--- config.mk ---
export PLATFORM = sky130hd
export DESIGN_NAME = stopwatch_ctrl_flat
export DESIGN_NICKNAME = d
export VERILOG_FILES = /design/src/rtl/stopwatch_if.sv /design/src/rtl/stopwatch_ctrl.sv /design/src/flat_wrapper.sv
export SDC_FILE = /design/constraint.sdc
export NUM_CORES = 1
export LEC_CHECK = 0
export BUFFER_PORTS_ARGS = -buffer_cell sky130_fd_sc_hd__buf_2
export CAP_MARGIN = 20
export CORE_MARGIN = 1
export CORE_UTILIZATION = 50
export CTS_CLUSTER_DIAMETER = 150
export DETAILED_ROUTE_END_ITERATION = 7
export PLACE_DENSITY = 0.78
export SYNTH_ARGS = -nofsm -noshare
export SYNTH_HDL_FRONTEND = slang
export SYNTH_SLANG_ARGS = --single-unit
--- constraint.sdc ---
create_clock -name clk -period 2.2 [get_ports clk]
set_input_delay 0.55 -clock clk [delete_from_list [all_inputs] [get_ports clk]]
set_output_delay 0.55 -clock clk [all_outputs]
set_load 0.01 [all_outputs]
--- src/rtl/stopwatch_if.sv ---
// Bundle of button pulses, counter-chain BCD input and display/control
// outputs exchanged between the stopwatch controller and its surroundings.
// Signalling: there is no valid/ready handshake here. Every btn_* input is a
// single-cycle pulse that is acted on in the clk cycle it is high. cnt_en and
// cnt_grst are single-cycle pulses to the counter chain. All other signals
// are levels.
interface stopwatch_if;
    logic        btn_ss;
    logic        btn_clr;
    logic        btn_lap;
    logic [15:0] digits_in;
    logic        cnt_en;
    logic        cnt_grst;
    logic [3:0]  an;
    logic [3:0]  bcd_out;
    logic        dp;
    logic [1:0]  state;

    // Surroundings: drive buttons and counter digits, observe controller outputs.
    modport master (
        output btn_ss, btn_clr, btn_lap, digits_in,
        input  cnt_en, cnt_grst, an, bcd_out, dp, state
    );

    // Controller side.
    modport slave (
        input  btn_ss, btn_clr, btn_lap, digits_in,
        output cnt_en, cnt_grst, an, bcd_out, dp, state
    );
endinterface

--- src/rtl/stopwatch_ctrl.sv ---
// Run/pause/clear controller for a four-digit cascaded BCD stopwatch, plus
// a free-running scanner that multiplexes the digits onto active-low anodes.
// Optional lap freeze of the displayed value: define LAP_HOLD_EN.
module stopwatch_ctrl #(
    parameter int TICK_DIV = 1000000,
    parameter int SCAN_DIV = 100000
) (
    input  logic         clk,
    input  logic         grst_n,
    stopwatch_if.slave   sw
);

    localparam int TW = (TICK_DIV > 2) ? $clog2(TICK_DIV) : 1;
    localparam int SW = (SCAN_DIV > 2) ? $clog2(SCAN_DIV) : 1;

    typedef enum logic [1:0] {
        IDLE  = 2'd0,
        RUN   = 2'd1,
        PAUSE = 2'd2,
        FULL  = 2'd3
    } sw_state_e;

    sw_state_e     state_q, state_nxt;
    logic [TW-1:0] tick_cnt, tick_cnt_nxt;
    logic          en_nxt;
    logic          grst_nxt;
    logic          clr_ok;
    logic          terminal;

    logic [SW-1:0] scan_cnt;
    logic [1:0]    idx;
    logic [15:0]   src;

    // Clear is honoured everywhere except RUN.
    assign clr_ok   = sw.btn_clr && (state_q != RUN);
    assign terminal = (tick_cnt == TW'(TICK_DIV - 1));

    // Next-state, prescaler and counter-chain pulse decode.
    always_comb begin
        state_nxt    = state_q;
        tick_cnt_nxt = tick_cnt;
        en_nxt       = 1'b0;
        grst_nxt     = 1'b0;
        case (state_q)
            IDLE: begin
                tick_cnt_nxt = '0;
                if (clr_ok) begin
                    grst_nxt = 1'b1;
                end else if (sw.btn_ss) begin
                    state_nxt = RUN;
                end
            end
            RUN: begin
                if (sw.btn_ss) begin
                    // Pause holds the prescaler so the resume continues the tick phase.
                    state_nxt = PAUSE;
                end else if (terminal) begin
                    tick_cnt_nxt = '0;
                    if (sw.digits_in == 16'h9999) begin
                        // Stop at 99.99 instead of letting the chain wrap to 00.00.
                        state_nxt = FULL;
                    end else begin
                        en_nxt = 1'b1;
                    end
                end else begin
                    tick_cnt_nxt = tick_cnt + 1'b1;
                end
            end
            PAUSE: begin
                if (clr_ok) begin
                    grst_nxt     = 1'b1;
                    tick_cnt_nxt = '0;
                    state_nxt    = IDLE;
                end else if (sw.btn_ss) begin
                    state_nxt = RUN;
                end
            end
            FULL: begin
                if (clr_ok) begin
                    grst_nxt     = 1'b1;
                    tick_cnt_nxt = '0;
                    state_nxt    = IDLE;
                end
            end
            default: begin
                state_nxt    = IDLE;
                tick_cnt_nxt = '0;
            end
        endcase
    end

    // FSM state, prescaler and registered counter-chain pulses.
    always_ff @(posedge clk or negedge grst_n) begin
        if (!grst_n) begin
            state_q     <= IDLE;
            tick_cnt    <= '0;
            sw.cnt_en   <= 1'b0;
            sw.cnt_grst <= 1'b0;
        end else begin
            state_q     <= state_nxt;
            tick_cnt    <= tick_cnt_nxt;
            sw.cnt_en   <= en_nxt;
            sw.cnt_grst <= grst_nxt;
        end
    end

    assign sw.state = state_q;

`ifdef LAP_HOLD_EN
    logic [15:0] lap_q;
    logic        freeze_q;

    // Lap capture: first press in RUN freezes the display, any next press releases it.
    always_ff @(posedge clk or negedge grst_n) begin
        if (!grst_n) begin
            lap_q    <= '0;
            freeze_q <= 1'b0;
        end else if (clr_ok) begin
            freeze_q <= 1'b0;
        end else if (sw.btn_lap) begin
            if (freeze_q) begin
                freeze_q <= 1'b0;
            end else if (state_q == RUN) begin
                lap_q    <= sw.digits_in;
                freeze_q <= 1'b1;
            end
        end
    end

    assign src = freeze_q ? lap_q : sw.digits_in;
`else
    logic unused_lap;
    assign unused_lap = sw.btn_lap;
    assign src        = sw.digits_in;
`endif

    // Free-running digit scanner with registered anode/BCD/dp outputs.
    always_ff @(posedge clk or negedge grst_n) begin
        if (!grst_n) begin
            scan_cnt   <= '0;
            idx        <= 2'd0;
            sw.an      <= 4'b1111;
            sw.bcd_out <= 4'd0;
            sw.dp      <= 1'b1;
        end else begin
            if (scan_cnt == SW'(SCAN_DIV - 1)) begin
                scan_cnt <= '0;
                idx      <= idx + 2'd1;
            end else begin
                scan_cnt <= scan_cnt + 1'b1;
            end
            sw.an      <= ~(4'b0001 << idx);
            sw.bcd_out <= src[{idx, 2'b00} +: 4];
            sw.dp      <= (idx != 2'd2);
        end
    end

endmodule

--- src/flat_wrapper.sv ---
// flat-port wrapper written by rule: the top's interface ports become plain ports
module stopwatch_ctrl_flat 
#(
    parameter int TICK_DIV = 1000000,
    parameter int SCAN_DIV = 100000
)
  (clk, grst_n, sw_btn_ss, sw_btn_clr, sw_btn_lap, sw_digits_in, sw_cnt_en, sw_cnt_grst, sw_an, sw_bcd_out, sw_dp, sw_state);
  stopwatch_if sw_i ();
  input  logic clk;
  input  logic grst_n;
  input wire logic [$bits(sw_i.btn_ss)-1:0] sw_btn_ss;
  input wire logic [$bits(sw_i.btn_clr)-1:0] sw_btn_clr;
  input wire logic [$bits(sw_i.btn_lap)-1:0] sw_btn_lap;
  input wire logic [$bits(sw_i.digits_in)-1:0] sw_digits_in;
  output wire logic [$bits(sw_i.cnt_en)-1:0] sw_cnt_en;
  output wire logic [$bits(sw_i.cnt_grst)-1:0] sw_cnt_grst;
  output wire logic [$bits(sw_i.an)-1:0] sw_an;
  output wire logic [$bits(sw_i.bcd_out)-1:0] sw_bcd_out;
  output wire logic [$bits(sw_i.dp)-1:0] sw_dp;
  output wire logic [$bits(sw_i.state)-1:0] sw_state;
  assign sw_i.btn_ss = sw_btn_ss;
  assign sw_i.btn_clr = sw_btn_clr;
  assign sw_i.btn_lap = sw_btn_lap;
  assign sw_i.digits_in = sw_digits_in;
  assign sw_cnt_en = sw_i.cnt_en;
  assign sw_cnt_grst = sw_i.cnt_grst;
  assign sw_an = sw_i.an;
  assign sw_bcd_out = sw_i.bcd_out;
  assign sw_dp = sw_i.dp;
  assign sw_state = sw_i.state;
  stopwatch_ctrl #(.TICK_DIV(TICK_DIV), .SCAN_DIV(SCAN_DIV)) u_core (.clk(clk), .grst_n(grst_n), .sw(sw_i));
endmodule
Yosys cells after proc, flatten, opt, wreduce, memory -nomap -nowiden
Index checks and enable logic that the tools add are counted.
{"block": "classes", "muxes": 19, "n_eq_ne": 14, "n_reduce_logical": 6, "n_addsub": 3, "n_shift": 2, "bitwise_logic": 1}
{"op": "$mux 20", "n": 3}
{"op": "$pmux 20 s3", "n": 1}
{"op": "$add 20x1->20 const B", "n": 1}
{"op": "$eq 20x20->1 const B", "n": 1}
{"op": "$add 17x1->17 const B", "n": 1}
{"op": "$eq 17x17->1 const B", "n": 1}
{"op": "$mux 17", "n": 1}
{"op": "$eq 16x16->1 const B", "n": 1}
{"op": "$shiftx 16x5->4", "n": 1}
{"op": "$mux 2", "n": 7}
{"op": "$pmux 2 s4", "n": 1}
{"op": "$mux 1", "n": 6}
{"op": "$ne 2x1->1 const B", "n": 3}
{"op": "$ne 2x2->1 const B", "n": 3}
{"op": "$ne 3x2->1 const B", "n": 2}
{"op": "$eq 2x2->1 const B", "n": 2}
{"op": "$not 4->4", "n": 1}
{"op": "$reduce_and 4->1", "n": 1}
{"op": "$shl 1x2->4 const A", "n": 1}
{"op": "$reduce_or 3->1", "n": 1}
{"op": "$add 2x1->2 const B", "n": 1}
{"op": "$eq 2x1->1 const B", "n": 1}
{"op": "$logic_not 2->1", "n": 1}
{"op": "$reduce_and 2->1", "n": 1}
{"op": "2 further kinds", "n": 2}
{"block": "word_totals", "out_inout_bits": 13, "reg_bits": 52, "input_bits": 21, "elab_cells": 54}

Logic depth before layout (Yosys ltp)
Gate-level depths: netlist of run 1.
{"block": "logic_depth", "ltp_word": 5, "ltp_mapped": 7, "ltp_nobuf": 6}

Worst setup path after synthesis of run 1
OpenSTA, ideal clock, no wires.
{"block": "synth_path", "kind": "register to register", "start": "register u_core.tick_cnt[0]", "end": "register u_core.tick_cnt[10]", "setup_slack_ns": 0.519, "path_stages_with_launch": 7, "arrival_time_ns": 1.563, "setup_time_ns": 0.118, "path_buffers": 0, "synth_period_minus_slack_ns": 1.681, "cell_sequence": "dfrtp_1 ha_1 nand3_2 or3_4 o21ai_4 o21ai_0 a21o_1"}
{"block": "synth_between", "elab_chain_cells": 4, "elab_cells_between_ends": 5}
{"item": "from (decl)", "line": "stopwatch_ctrl.sv:24", "source": "logic [TW-1:0] tick_cnt, tick_cnt_nxt;"}
{"item": "from (signal assigned)", "line": "stopwatch_ctrl.sv:101", "source": "tick_cnt <= tick_cnt_nxt;"}
{"item": "$add 20x1->20 or $eq 20x20->1 (tied branches)", "line": "stopwatch_ctrl.sv:66, stopwatch_ctrl.sv:36"}
{"item": "$mux 20 *", "line": "stopwatch_ctrl.sv:57", "source": "end else if (terminal) begin"}
{"item": "$mux 20 *", "line": "stopwatch_ctrl.sv:54", "source": "if (sw.btn_ss) begin"}
{"item": "$pmux 20 s3 *", "line": "stopwatch_ctrl.sv:44", "source": "case (state_q)"}
Mark *: on every way between the ends. The rest lies on a longest branch, timed or not. The select of a mux whose other input is x is not followed.
A chain may end at the register's enable or synchronous reset.

Final worst setup path of run 1
{"block": "layout_path", "start": "register u_core.state_q[0], in the netlist u_core.sw.state[0]", "end": "register u_core.tick_cnt[19]"}
{"block": "layout_between", "elab_chain_cells": 4, "elab_cells_between_ends": 11}
{"item": "from (decl)", "line": "stopwatch_ctrl.sv:23", "source": "sw_state_e state_q, state_nxt;"}
{"item": "from (signal assigned)", "line": "stopwatch_ctrl.sv:100", "source": "state_q <= state_nxt;"}
{"item": "$eq 2x2->1 or $ne 2x1->1 (tied branches)", "line": "stopwatch_ctrl.sv:44, stopwatch_ctrl.sv:35"}
{"item": "$reduce_or 2->1 (no source line) or $logic_and 1x1->1 (tied branches)"}
{"item": "$ne 2x1->1 (no source line)"}
{"item": "$reduce_and 2->1 (no source line)"}
Several ways; a longest one is shown, not always the timed one.

==> out/metrics.csv, run 1 <==
stage;metric;value;unit
sta;fmax;0.515;GHz
route;TritonRoute pass-1 iters;5;
setup_path;crit-path max cell delay;0.61;ns
sta;RSZ-0062 raised after global routing;no;
status;status;complete, no violations;
sta;period utilization;88.2;%
logic_synthesis;Post-synth ARST share;100;%
logic_synthesis;largest family of logic cells by synthesized area;simple AND/OR/NAND/NOR gates;
logic_synthesis;Compound-Gate Fraction of Synth Area;11.9;%
logic_synthesis;Post-Synth XOR/XNOR Area;5.32;%
power;Power, Total;0.00193;W
power;clock share of power;29.0;%
setup_path;Crit Path Category;reg2reg;
route;drt drc;0;
sta;setup_tns;0;ns
route;detailed-route wire length per cell;14.1;µm
route;Top Layer Used;met4;
setup_path;WP data arrival;2.18;ns
logic_synthesis;largest cells by area after synthesis;dfrtp_1 (45%), nand2_1 (4.6%), dfstp_2 (4.0%), mux4_2 (3.4%), nor2_1 (3.0%);
setup_path;Critical Path RT;2.44;ns
global_routing;initial antenna violation count;0;
logic_synthesis;Ys Warns;0;
power;part of the power in registers;51.7;%
placed_design;placed cell area;0.00287;mm²
logic_synthesis;simple-gate share of the synthesized area;24.4;%
floorplan;IO Pins;34;
final_layout;share of post-route cells with drive strength above 1;21.7;%
floorplan;Starting Density;51.9;%
final_layout;ANT cells;0;
setup_path;Max Fanout on Critical Path;9;
logic_synthesis;Mapped Area;0.00263;mm²
final_layout;Design Area, Final;0.00296;mm²
logic_synthesis;mux contribution to synthesized area;3.42;%
logic_synthesis;Synth top area share;44.7;%
flow_run;MaxCap Viol Count;0;
clock_network;cts hold-fix bufs;0;
floorplan;die area;0.00556;mm²
global_routing;total track usage;20.0;%
logic_synthesis;Syn Nets;290;
route;final wirelength;5200;µm
route;metal1 wirelength;2390;µm
clock_network;# resized after CTS;0;
placed_design;post-DP HPWL;3720;µm
clock_network;CTS tree;built;
route;met3 wire length;219;µm
clock_network;clk buf depth;2;
sta;clk_skew;0.0113;ns
clock_network;clock-pin slew on the worst setup and hold paths;0.10;ns
floorplan;chip width;74.6;µm
floorplan;Die H;74.6;µm
clock_network;Clock Latency Late Sink;0.31;ns
sta;Final setup viols;0;
power;NetSw;0.000604;W
logic_synthesis;post-synthesis average cell area;10.0;µm²
route;met2 WL;2520;µm
logic_synthesis;Post-synth top cells;dfrtp_1 (47), nand2_1 (32), nor2_1 (21);
logic_synthesis;sequential share of the synthesized area;48.7;%
worst_hold_path;Min-Delay Path Class;in2async;
placed_design;# port buffers;32;
power;switch share;31.2;%
sta;worst slack on hold paths;0.320;ns
global_routing;first-pass GRT wire length;8430;µm
clock_network;Root Driver;clkbuf_8;
final_layout;Final nets;325;
logic_synthesis;Synth cell types;51;
global_routing;grt ovf;0;
setup_path;slowest CP cell;nor2b_1;
clock_network;clock tree sinks;51;
power;internal power;0.00133;W
sta;count of final hold-check violations;0;
sta;Worst slew margin;45.6;%
logic_synthesis;ys flop type;dfrtp_1;
clock_network;H-tree levels;2;
logic_synthesis;Post-Syn Instances;263;
global_routing;via count of the first global-routing pass;1883;
power;VDD IR max;315;µV
power;Power Dens Cells;654;mW/mm²
floorplan;Placeable Area;0.00507;mm²
logic_synthesis;most numerous cell in the Yosys netlist;dfrtp_1;
clock_network;CTS Buf Count;5;
route;antenna-violating nets left;0;
logic_synthesis;area leader, netlist;dfrtp_1;
logic_synthesis;post-synthesis register bit count;51;
clock_network;postcts setup bufs;0;
sta;Tightest Pin Transition;0.816;ns
global_routing;largest net degree at the start of global routing;52;
floorplan;row count;26;
final_layout;Area growth syn-to-layout;12.4;%
power;Gate power share;19.3;%
logic_synthesis;Adder-Cell Fraction of Synth Area;2.85;%
setup_path;Worst setup SP type;flip-flop;
sta;fin crit period;1.94;ns
sta;max-slew violation count;0;
setup_path;crit path cell chain;nor2b_1 -> nand2b_1 -> or4_1 -> nand3_1;
power;Pleak;1.33;nW
route;Starting DRT DRC Count;225;
placed_design;RePlAce Congestion;0.845;
route;routed vias;2053;
setup_path;crit path capture type;flip-flop;
route;routed vias/inst;5.56;
logic_synthesis;Post-synth EDFFs;0;
-- final cells by class --
cell class / count / area, µm²
clock buffers: 5 / 68.8
clock inverters: 3 / 23.8
fillers: 448 / 2120
inverters: 12 / 45.0
multi-input cells: 192 / 1260
flip-flops and latches: 51 / 1280
well taps: 70 / 87.6
repair buffers: 36 / 190
-- metrics by stage --
| stage | worst slack (ns) | instances | util (%) |
|---|---|---|---|
| global placement | 0.321 | 361 | 56.5 |
| CTS | 0.281 | 369 | 58.3 |
| detailed placement | 0.311 | 361 | 56.5 |
| floorplan | 0.519 | 263 | - |
| finish | 0.259 | 369 | 58.3 |
| global route | 0.0711 | 369 | 58.3 |
-- metal layers --
| metal | global-route usage (%) | up-vias |
|---|---|---|
| li1 | - | 1007 |
| met1 | 25.7 | 987 |
| met2 | 33.3 | 52 |
| met3 | 4.34 | 7 |
| met4 | 7.13 | 0 |
| met5 | 0 | - |
-- cells in the final DEF (no fill, tap or decap), types with 3 or more instances in the layout --
cell type / synthesis / layout
xor2_1: 7 / 7
o21ai_1: 4 / 4
nor3_1: 10 / 10
buf_4: 1 / 4
clkbuf_8: 0 / 5
nand4_1: 12 / 12
o31ai_1: 3 / 3
dfrtp_1: 47 / 47
a21o_1: 7 / 7
ha_1: 6 / 6
mux4_2: 4 / 4
nor3b_1: 4 / 4
dfstp_2: 4 / 4
xnor2_1: 9 / 9
inv_1: 12 / 12
a21oi_1: 10 / 10
and4_1: 3 / 3
nand2_1: 32 / 32
nand3_1: 12 / 12
nor2_1: 21 / 21
o21ai_0: 14 / 14
buf_2: 2 / 32
-- cell families (layout without fill, tap and decap cells) --
group,after synthesis,count (layout)
muxes,4,4
and+or+nand+nor,117,117
AOI/OAI and AO/OA,49,49
buffers and inverters,20,56
xor gates and xnor gates,16,16
adders and majority gates,6,6
DFF,51,51
-- flip-flops by register name, indices dropped and copies added, names as in the netlist --
signal,flops
u_core.idx,2
u_core.sw.an,4
u_core.tick_cnt,20
u_core.sw.bcd_out,4
u_core.scan_cnt,17
u_core.sw.cnt_grst,1
u_core.sw.cnt_en,1
u_core.sw.state,2
-- worst max-delay path, delay by kind of cell, from the launching register on --
kind,cells,cell delay [ns]
simple gates,4,1.45
flops,1,0.42
-- power by group through the flow --
stage	Combinational [W]	Clock, W	Sequential (W)
finish	0.000373	0.000561	0.000999
detailed placement	0.000370	0	0.00102
global placement	0.000364	0	0.00101
floorplan	0.000233	0	0.00102
CTS	0.000373	0.000574	0.000998
global route	0.000425	0.000610	0.00101
-- path summary, 6_finish.rpt --
check,start,end,slack [ns],cells after the start
setup / recovery,u_core.sw.state[0]$_DFFE_PN0P_,u_core.tick_cnt[19]$_DFFE_PN0P_,0.26,4
hold / removal,grst_n,u_core.tick_cnt[12]$_DFFE_PN0P_,0.32,2
setup reg to reg,u_core.sw.state[0]$_DFFE_PN0P_,u_core.tick_cnt[19]$_DFFE_PN0P_,0.26,4
hold reg to reg,u_core.scan_cnt[0]$_DFF_PN0_,u_core.scan_cnt[0]$_DFF_PN0_,0.50,1
max in group asynchronous,grst_n,u_core.tick_cnt[16]$_DFFE_PN0P_,1.43,2
min in group clk,sw_btn_clr,u_core.sw.state[0]$_DFFE_PN0P_,0.48,2
(Power assumes the default switching activity.)
==> inputs of run 2 (changes only) <==
- RECOVER_POWER: unset -> 100
==> run 2 against run 1 <==
Largest cell class unchanged. Sequential share of layout area grew 0.71 points. Core utilization shrank 0.94 points. Design area shrank 1.6%. Die area is the same. Clock-buffer cell count is the same. Non-clock buffer count is the same. Critical path depth is the same.
==> out/metrics.csv, run 2 (synthesized netlist as in run 1, its figures left out) <==
stage;metric;value;unit;change
status;status;complete, no violations;;unchanged
sta;period utilization;94.2;%;was 88.2%
floorplan;row count;26;;unchanged
power;NetSw;0.000599;W;was 0.000604 W
sta;max-slew violation count;0;;unchanged
sta;Worst slew margin;19.1;%;was 45.6%
power;clock share of power;29.1;%;was 29.0%
final_layout;Area growth syn-to-layout;10.6;%;was 12.4%
placed_design;# port buffers;32;;unchanged
final_layout;largest register by flop count;u_core.tick_cnt;;unchanged
global_routing;grt ovf;0;;unchanged
power;Gate power share;18.8;%;was 19.3%
floorplan;Die H;74.6;µm;unchanged
power;VDD IR max;307;µV;was 315 µV
setup_path;Worst setup SP type;flip-flop;;unchanged
clock_network;postcts setup bufs;0;;unchanged
flow_run;MaxCap Viol Count;0;;unchanged
clock_network;H-tree levels;2;;unchanged
worst_hold_path;Min-Delay Path Class;in2reg;;was in2async
clock_network;Clock Latency Late Sink;0.31;ns;about the same
sta;fmax;0.482;GHz;was 0.515 GHz
route;final wirelength;5170;µm;was 5200 µm
placed_design;post-DP HPWL;3720;µm;unchanged
global_routing;largest net degree at the start of global routing;52;;unchanged
global_routing;initial antenna violation count;0;;unchanged
global_routing;via count of the first global-routing pass;1883;;unchanged
power;switch share;31.2;%;about the same
sta;setup_tns;0;ns;unchanged
final_layout;share of post-route cells with drive strength above 1;16.4;%;was 21.7%
final_layout;Top Registers;u_core.tick_cnt (20), u_core.scan_cnt (17);;unchanged
sta;fin crit period;2.07;ns;was 1.94 ns
final_layout;Final nets;325;;unchanged
power;part of the power in registers;52.1;%;was 51.7%
placed_design;placed cell area;0.00287;mm²;unchanged
clock_network;clock-pin slew on the worst setup and hold paths;0.10;ns;about the same
placed_design;RePlAce Congestion;0.845;;unchanged
clock_network;Root Driver;clkbuf_8;;unchanged
clock_network;# resized after CTS;0;;unchanged
sta;Tightest Pin Transition;1.21;ns;was 0.816 ns
floorplan;IO Pins;34;;unchanged
global_routing;total track usage;20.0;%;unchanged
setup_path;Top delay family on crit path;simple AND/OR/NAND/NOR gates;;unchanged
final_layout;Layout fillers;458;;was 448
sta;Final setup viols;0;;unchanged
floorplan;Starting Density;51.9;%;unchanged
floorplan;Placeable Area;0.00507;mm²;unchanged
route;drt drc;0;;unchanged
clock_network;cts hold-fix bufs;0;;unchanged
sta;clk_skew;0.0103;ns;was 0.0113 ns
sta;RSZ-0062 raised after global routing;no;;unchanged
placed_design;placed cells;361;;unchanged
final_layout;most common cell after layout, fill and taps aside;dfrtp_1;;unchanged
setup_path;crit-path max cell delay;0.67;ns;was 0.61 ns
setup_path;Crit Path Category;reg2reg;;unchanged
sta;count of final hold-check violations;0;;unchanged
setup_path;Critical Path RT;2.44;ns;about the same
setup_path;Max Fanout on Critical Path;4;;was 9
setup_path;slowest CP cell;or4b_2;;was nor2b_1
final_layout;most frequent cells in the layout;dfrtp_1 (47), nand2_1 (32), nor2_1 (21);;was dfrtp_1 (47), nand2_1 (32), buf_2 (32)
route;detailed-route wire length per cell;14.0;µm;was 14.1 µm
power;internal power;0.00132;W;was 0.00133 W
setup_path;crit path buf inv count;1;;was 0
route;routed vias/inst;5.49;;was 5.56
clock_network;clk buf depth;2;;unchanged
power;Pleak;1.27;nW;was 1.33 nW
global_routing;first-pass GRT wire length;8430;µm;unchanged
route;antenna-violating nets left;0;;unchanged
route;routed vias;2027;;was 2053
setup_path;crit path cell chain;or4b_2 -> nor4_1 -> clkbuf_1 -> xnor2_1;;was nor2b_1 -> nand2b_1 -> or4_1 -> nand3_1
clock_network;clock tree sinks;51;;unchanged
clock_network;CTS Buf Count;5;;unchanged
final_layout;fin cells;369;;unchanged
setup_path;crit path capture type;flip-flop;;unchanged
final_layout;max FFs per register;20;;unchanged
route;TritonRoute pass-1 iters;4;;was 5
final_layout;Design Area, Final;0.00291;mm²;was 0.00296 mm²
power;Power Dens Cells;659;mW/mm²;was 654 mW/mm²
setup_path;WP data arrival;2.31;ns;was 2.18 ns
clock_network;CTS tree;built;;unchanged
route;Starting DRT DRC Count;181;;was 225
floorplan;die area;0.00556;mm²;unchanged
floorplan;chip width;74.6;µm;unchanged
final_layout;ANT cells;0;;unchanged
==> run 2: cell types whose count changed in the layout (fill, tap and decap cells not counted), sizes merged <==
| cell | before | now |
|---|---|---|
| clkbuf | 5 | 20 |
| buf | 36 | 21 |
==> run 2: layout make-up <==
cell class                      count  area (µm²)  area share (%)
Tap cell                           70        87.6            3.01
Clock buffer                        5        68.8            2.36
Clock inverter                      3        23.8           0.817
Sequential cell                    51        1280            44.0
Multi-Input combinational cell    192        1240            42.5
Timing Repair Buffer               36         166            5.72
Inverter                           12        45.0            1.55
==> run 2: final timing paths <==
check	startpoint	end	slack, ns	cells after the start
worst max-delay path	u_core.scan_cnt[6]$_DFF_PN0_	u_core.idx[0]$_DFFE_PN0N_	0.13	4
worst min-delay path	sw_btn_clr	u_core.sw.state[0]$_DFFE_PN0P_	0.48	2
worst max register to register	u_core.scan_cnt[6]$_DFF_PN0_	u_core.idx[0]$_DFFE_PN0N_	0.13	4
worst min register to register	u_core.scan_cnt[0]$_DFF_PN0_	u_core.scan_cnt[0]$_DFF_PN0_	0.51	1
max in group asynchronous	grst_n	u_core.tick_cnt[15]$_DFFE_PN0P_	0.90	2
min in group asynchronous	grst_n	u_core.tick_cnt[10]$_DFFE_PN0P_	0.56	2
==> run 2: power by group through the flow <==
| stage | logic [W] | registers, W | clock network [W] |
|---|---|---|---|
| floorplan | 0.000233 | 0.00102 | 0 |
| global placement | 0.000364 | 0.00101 | 0 |
| detailed placement | 0.000370 | 0.00102 | 0 |
| CTS | 0.000373 | 0.000998 | 0.000574 |
| global route | 0.000411 | 0.00101 | 0.000610 |
| finish | 0.000360 | 0.000999 | 0.000558 |
==> run 2: metal layers <==
layer | part of all wire (%) | up-vias | GRT usage [%]
met5 | 0 | - | 0
met4 | 1.3 | 0 | 7.13
li1 | - | 1004 | -
met3 | 4.3 | 7 | 4.34
met1 | 46 | 971 | 25.7
met2 | 49 | 45 | 33.3
==> run 2: per-stage QoR <==
| stage | power, W | setup WS, ns | utilization [%] | hold slack [ns] |
|---|---|---|---|---|
| after floorplan | 0.00125 | 0.519 | - | 0.254 |
| after global placement | 0.00138 | 0.321 | 56.5 | 0.481 |
| after detailed placement | 0.00139 | 0.311 | 56.5 | 0.486 |
| after CTS | 0.00195 | 0.281 | 58.3 | 0.361 |
| after global routing | 0.00203 | 0.0632 | 57.3 | 0.480 |
| final | 0.00192 | 0.127 | 57.3 | 0.483 |
==> inputs of run 3 (changes only) <==
- ABC_AREA: unset -> 1
- PLACE_DENSITY: 0.78 -> 0.77
==> run 3 against run 2 <==
The run now ends with max-capacitance violations, max-slew violations left. Synthesized area rose by 9.9%. Sequential power hardly changed. Combinational power increased by 12%. Core utilization up 0.65 points. Hold slack worse by 0.0094 ns. Critical path depth increased by 2. Design area rose by 10%. Global-route usage increased by 1.1 points. Sequential share of layout area fell by 4.1 points. Sequential cell count unchanged. Critical endpoint is now u_core.scan_cnt[15]$_DFF_PN0_. Largest power group unchanged.
==> out/metrics.csv, run 3 <==
stage;metric;value;unit;change
final_layout;most common cell after layout, fill and taps aside;nand2_1;;was dfrtp_1
status;failing checks;max-capacitance violations, max-slew violations;;
logic_synthesis;Post-Syn Instances;375;;was 263
route;final wirelength;5710;µm;was 5170 µm
setup_path;crit path capture type;flip-flop;;unchanged
logic_synthesis;Post-synth top cells;nand2_1 (80), nor2_1 (72), inv_1 (50);;was dfrtp_1 (47), nand2_1 (32), nor2_1 (21)
placed_design;post-DP HPWL;4340;µm;was 3720 µm
route;TritonRoute pass-1 iters;4;;unchanged
sta;setup_tns;0;ns;unchanged
placed_design;RePlAce Congestion;0.871;;was 0.845
clock_network;CTS tree;built;;unchanged
sta;Tightest Pin Transition;1.57;ns;was 1.21 ns
placed_design;placed cells;478;;was 361
route;routed vias/inst;5.03;;was 5.49
logic_synthesis;largest cells by area after synthesis;dfrtp_1 (41%), nand2_1 (10%), nor2_1 (9.3%), inv_1 (6.5%), xor2_1 (5.1%);;was dfrtp_1 (45%), nand2_1 (4.6%), dfstp_2 (4.0%), mux4_2 (3.4%), nor2_1 (3.0%)
final_layout;Final nets;440;;was 325
final_layout;largest register by flop count;u_core.tick_cnt;;unchanged
power;Pleak;1.55;nW;was 1.27 nW
worst_hold_path;Min-Delay Path Class;reg2reg;;was in2reg
logic_synthesis;post-synthesis register bit count;51;;unchanged
floorplan;die area;0.00609;mm²;was 0.00556 mm²
floorplan;Starting Density;52.2;%;was 51.9%
route;routed vias;2446;;was 2027
floorplan;chip width;78.1;µm;was 74.6 µm
global_routing;total track usage;21.1;%;was 20.0%
final_layout;most frequent cells in the layout;nand2_1 (81), nor2_1 (73), inv_1 (51);;was dfrtp_1 (47), nand2_1 (32), nor2_1 (21)
placed_design;# port buffers;32;;unchanged
clock_network;clk buf depth;2;;unchanged
clock_network;Clock Latency Late Sink;0.31;ns;about the same
power;VDD IR max;385;µV;was 307 µV
global_routing;via count of the first global-routing pass;2360;;was 1883
global_routing;initial antenna violation count;0;;unchanged
global_routing;grt ovf;0;;unchanged
logic_synthesis;Mapped Area;0.00289;mm²;was 0.00263 mm²
setup_path;Worst setup SP type;flip-flop;;unchanged
route;Starting DRT DRC Count;172;;was 181
floorplan;Die H;78.1;µm;was 74.6 µm
sta;period utilization;86.9;%;was 94.2%
final_layout;share of post-route cells with drive strength above 1;11.8;%;was 16.4%
power;Power Dens Cells;646;mW/mm²;was 659 mW/mm²
clock_network;cts hold-fix bufs;0;;unchanged
final_layout;Area growth syn-to-layout;11.1;%;was 10.6%
floorplan;Placeable Area;0.00554;mm²;was 0.00507 mm²
floorplan;IO Pins;34;;unchanged
setup_path;R2R setup slack;0.29;ns;was 0.13 ns
global_routing;largest net degree at the start of global routing;33;;was 52
sta;fin crit period;1.91;ns;was 2.07 ns
sta;Final setup viols;0;;unchanged
clock_network;H-tree levels;2;;unchanged
logic_synthesis;Ys Warns;0;;unchanged
logic_synthesis;Post-synth ARST share;100;%;unchanged
logic_synthesis;Synth cell types;34;;was 51
final_layout;ANT cells;0;;unchanged
sta;clk_skew;0.00725;ns;was 0.0103 ns
logic_synthesis;Synth top area share;40.7;%;was 44.7%
sta;fmax;0.523;GHz;was 0.482 GHz
status;status;complete, but fails checks;;was complete, no violations
route;antenna-violating nets left;0;;unchanged
sta;RSZ-0062 raised after global routing;no;;unchanged
setup_path;Crit Path Category;reg2reg;;unchanged
logic_synthesis;ys flop type;dfrtp_1;;unchanged
clock_network;Root Driver;clkbuf_8;;unchanged
clock_network;clock tree sinks;51;;unchanged
final_layout;max FFs per register;20;;unchanged
sta;max-slew violation count;33;;was 0
final_layout;fin cells;486;;was 369
floorplan;row count;27;;was 26
sta;Worst slew margin;-4.92;%;was 19.1%
clock_network;clock-pin slew on the worst setup and hold paths;0.09;ns;was 0.10 ns
logic_synthesis;Syn Nets;402;;was 290
setup_path;Max Fanout on Critical Path;8;;was 4
setup_path;Critical Path RT;2.38;ns;was 2.44 ns
flow_run;MaxCap Viol Count;1;;was 0
logic_synthesis;sequential share of the synthesized area;44.3;%;was 48.7%
route;drt drc;0;;unchanged
route;detailed-route wire length per cell;11.7;µm;was 14.0 µm
sta;count of final hold-check violations;0;;unchanged
setup_path;WP data arrival;2.09;ns;was 2.31 ns
global_routing;first-pass GRT wire length;10200;µm;was 8430 µm
clock_network;CTS Buf Count;5;;unchanged
logic_synthesis;Post-synth EDFFs;0;;unchanged
logic_synthesis;most numerous cell in the Yosys netlist;nand2_1;;was dfrtp_1
logic_synthesis;post-synthesis average cell area;7.71;µm²;was 10.0 µm²
clock_network;postcts setup bufs;0;;unchanged
logic_synthesis;area leader, netlist;dfrtp_1;;unchanged
clock_network;# resized after CTS;0;;unchanged
final_layout;Top Registers;u_core.tick_cnt (20), u_core.scan_cnt (17);;unchanged
-- run 3: changes by cell type after synthesis, sizes merged, moves of 6 or more --
cell   change
xnor2      -6
a21o       -7
nand3     +10
xor2      +10
nor2      +58
inv       +39
o21ai      -6
nand2     +53
-- run 3: cell families after synthesis --
group | count (synthesis) | share of synthesized area (%)
adders and majority gates | 6 | 2.60
DFF | 51 | 44.3
xor gates and xnor gates | 20 | 6.06
AOI/OAI and AO/OA | 29 | 5.84
buffers and inverters | 55 | 7.53
and+or+nand+nor | 214 | 33.7
-- run 3: worst max-delay path: stages, from the launching register on --
cell and delay [ns]:
dfrtp_1 0.39, ha_1 0.20, nand2_1 0.10, nor2_1 0.34, nand4_1 0.21, nor4_4 0.45
nor2_1 0.11
-- run 3: area by class of cell --
| type | count | area, µm² |
|---|---|---|
| Fill cell | 542 | 2330 |
| Tap cell | 72 | 90.1 |
| Clock buffer | 5 | 68.8 |
| Inverter | 52 | 195 |
| Multi-Input combinational cell | 269 | 1380 |
| Timing Repair Buffer | 34 | 154 |
| Clock inverter | 3 | 43.8 |
| Sequential cell | 51 | 1280 |
-- run 3: metrics by stage --
step | utilization, % | instance area, µm² | hold slack (ns) | worst slack [ns] | total power (W)
global route | 58.0 | 3210 | 0.496 | 0.122 | 0.00219
floorplan | - | 2890 | 0.254 | 0.740 | 0.00133
global placement | 56.6 | 3140 | 0.449 | 0.538 | 0.00144
detailed placement | 56.6 | 3140 | 0.457 | 0.471 | 0.00146
CTS | 58.6 | 3250 | 0.280 | 0.444 | 0.00211
finish | 58.0 | 3210 | 0.473 | 0.288 | 0.00207
-- run 3: layer usage --
layer / wire length, µm / GRT usage (%) / vias to the layer above
li1: - / - / 1259
met1: 2750 / 27.9 / 1132
met2: 2670 / 34.4 / 48
met3: 216 / 4.19 / 7
met4: 82 / 7.96 / 0
met5: 0 / 0 / -
-- run 3: worst paths after layout --
| check | from | end | cells past startpoint |
|---|---|---|---|
| min in group asynchronous | grst_n | u_core.sw.bcd_out[1]$_DFF_PN0_ | 1 |
| min | u_core.scan_cnt[0]$_DFF_PN0_ | u_core.scan_cnt[0]$_DFF_PN0_ | 1 |
| max reg2reg | u_core.scan_cnt[0]$_DFF_PN0_ | u_core.scan_cnt[15]$_DFF_PN0_ | 6 |
| max | u_core.scan_cnt[0]$_DFF_PN0_ | u_core.scan_cnt[15]$_DFF_PN0_ | 6 |
| min reg2reg | u_core.scan_cnt[0]$_DFF_PN0_ | u_core.scan_cnt[0]$_DFF_PN0_ | 1 |
| max in group asynchronous | grst_n | u_core.tick_cnt[19]$_DFFE_PN0P_ | 2 |
-- run 3: power by group --
part	internal (W)	switching, W	total [W]
Combinational	0.000113	0.000290	0.000403
Clock	0.000339	0.000320	0.000659
Sequential	0.000972	0.0000399	0.00101
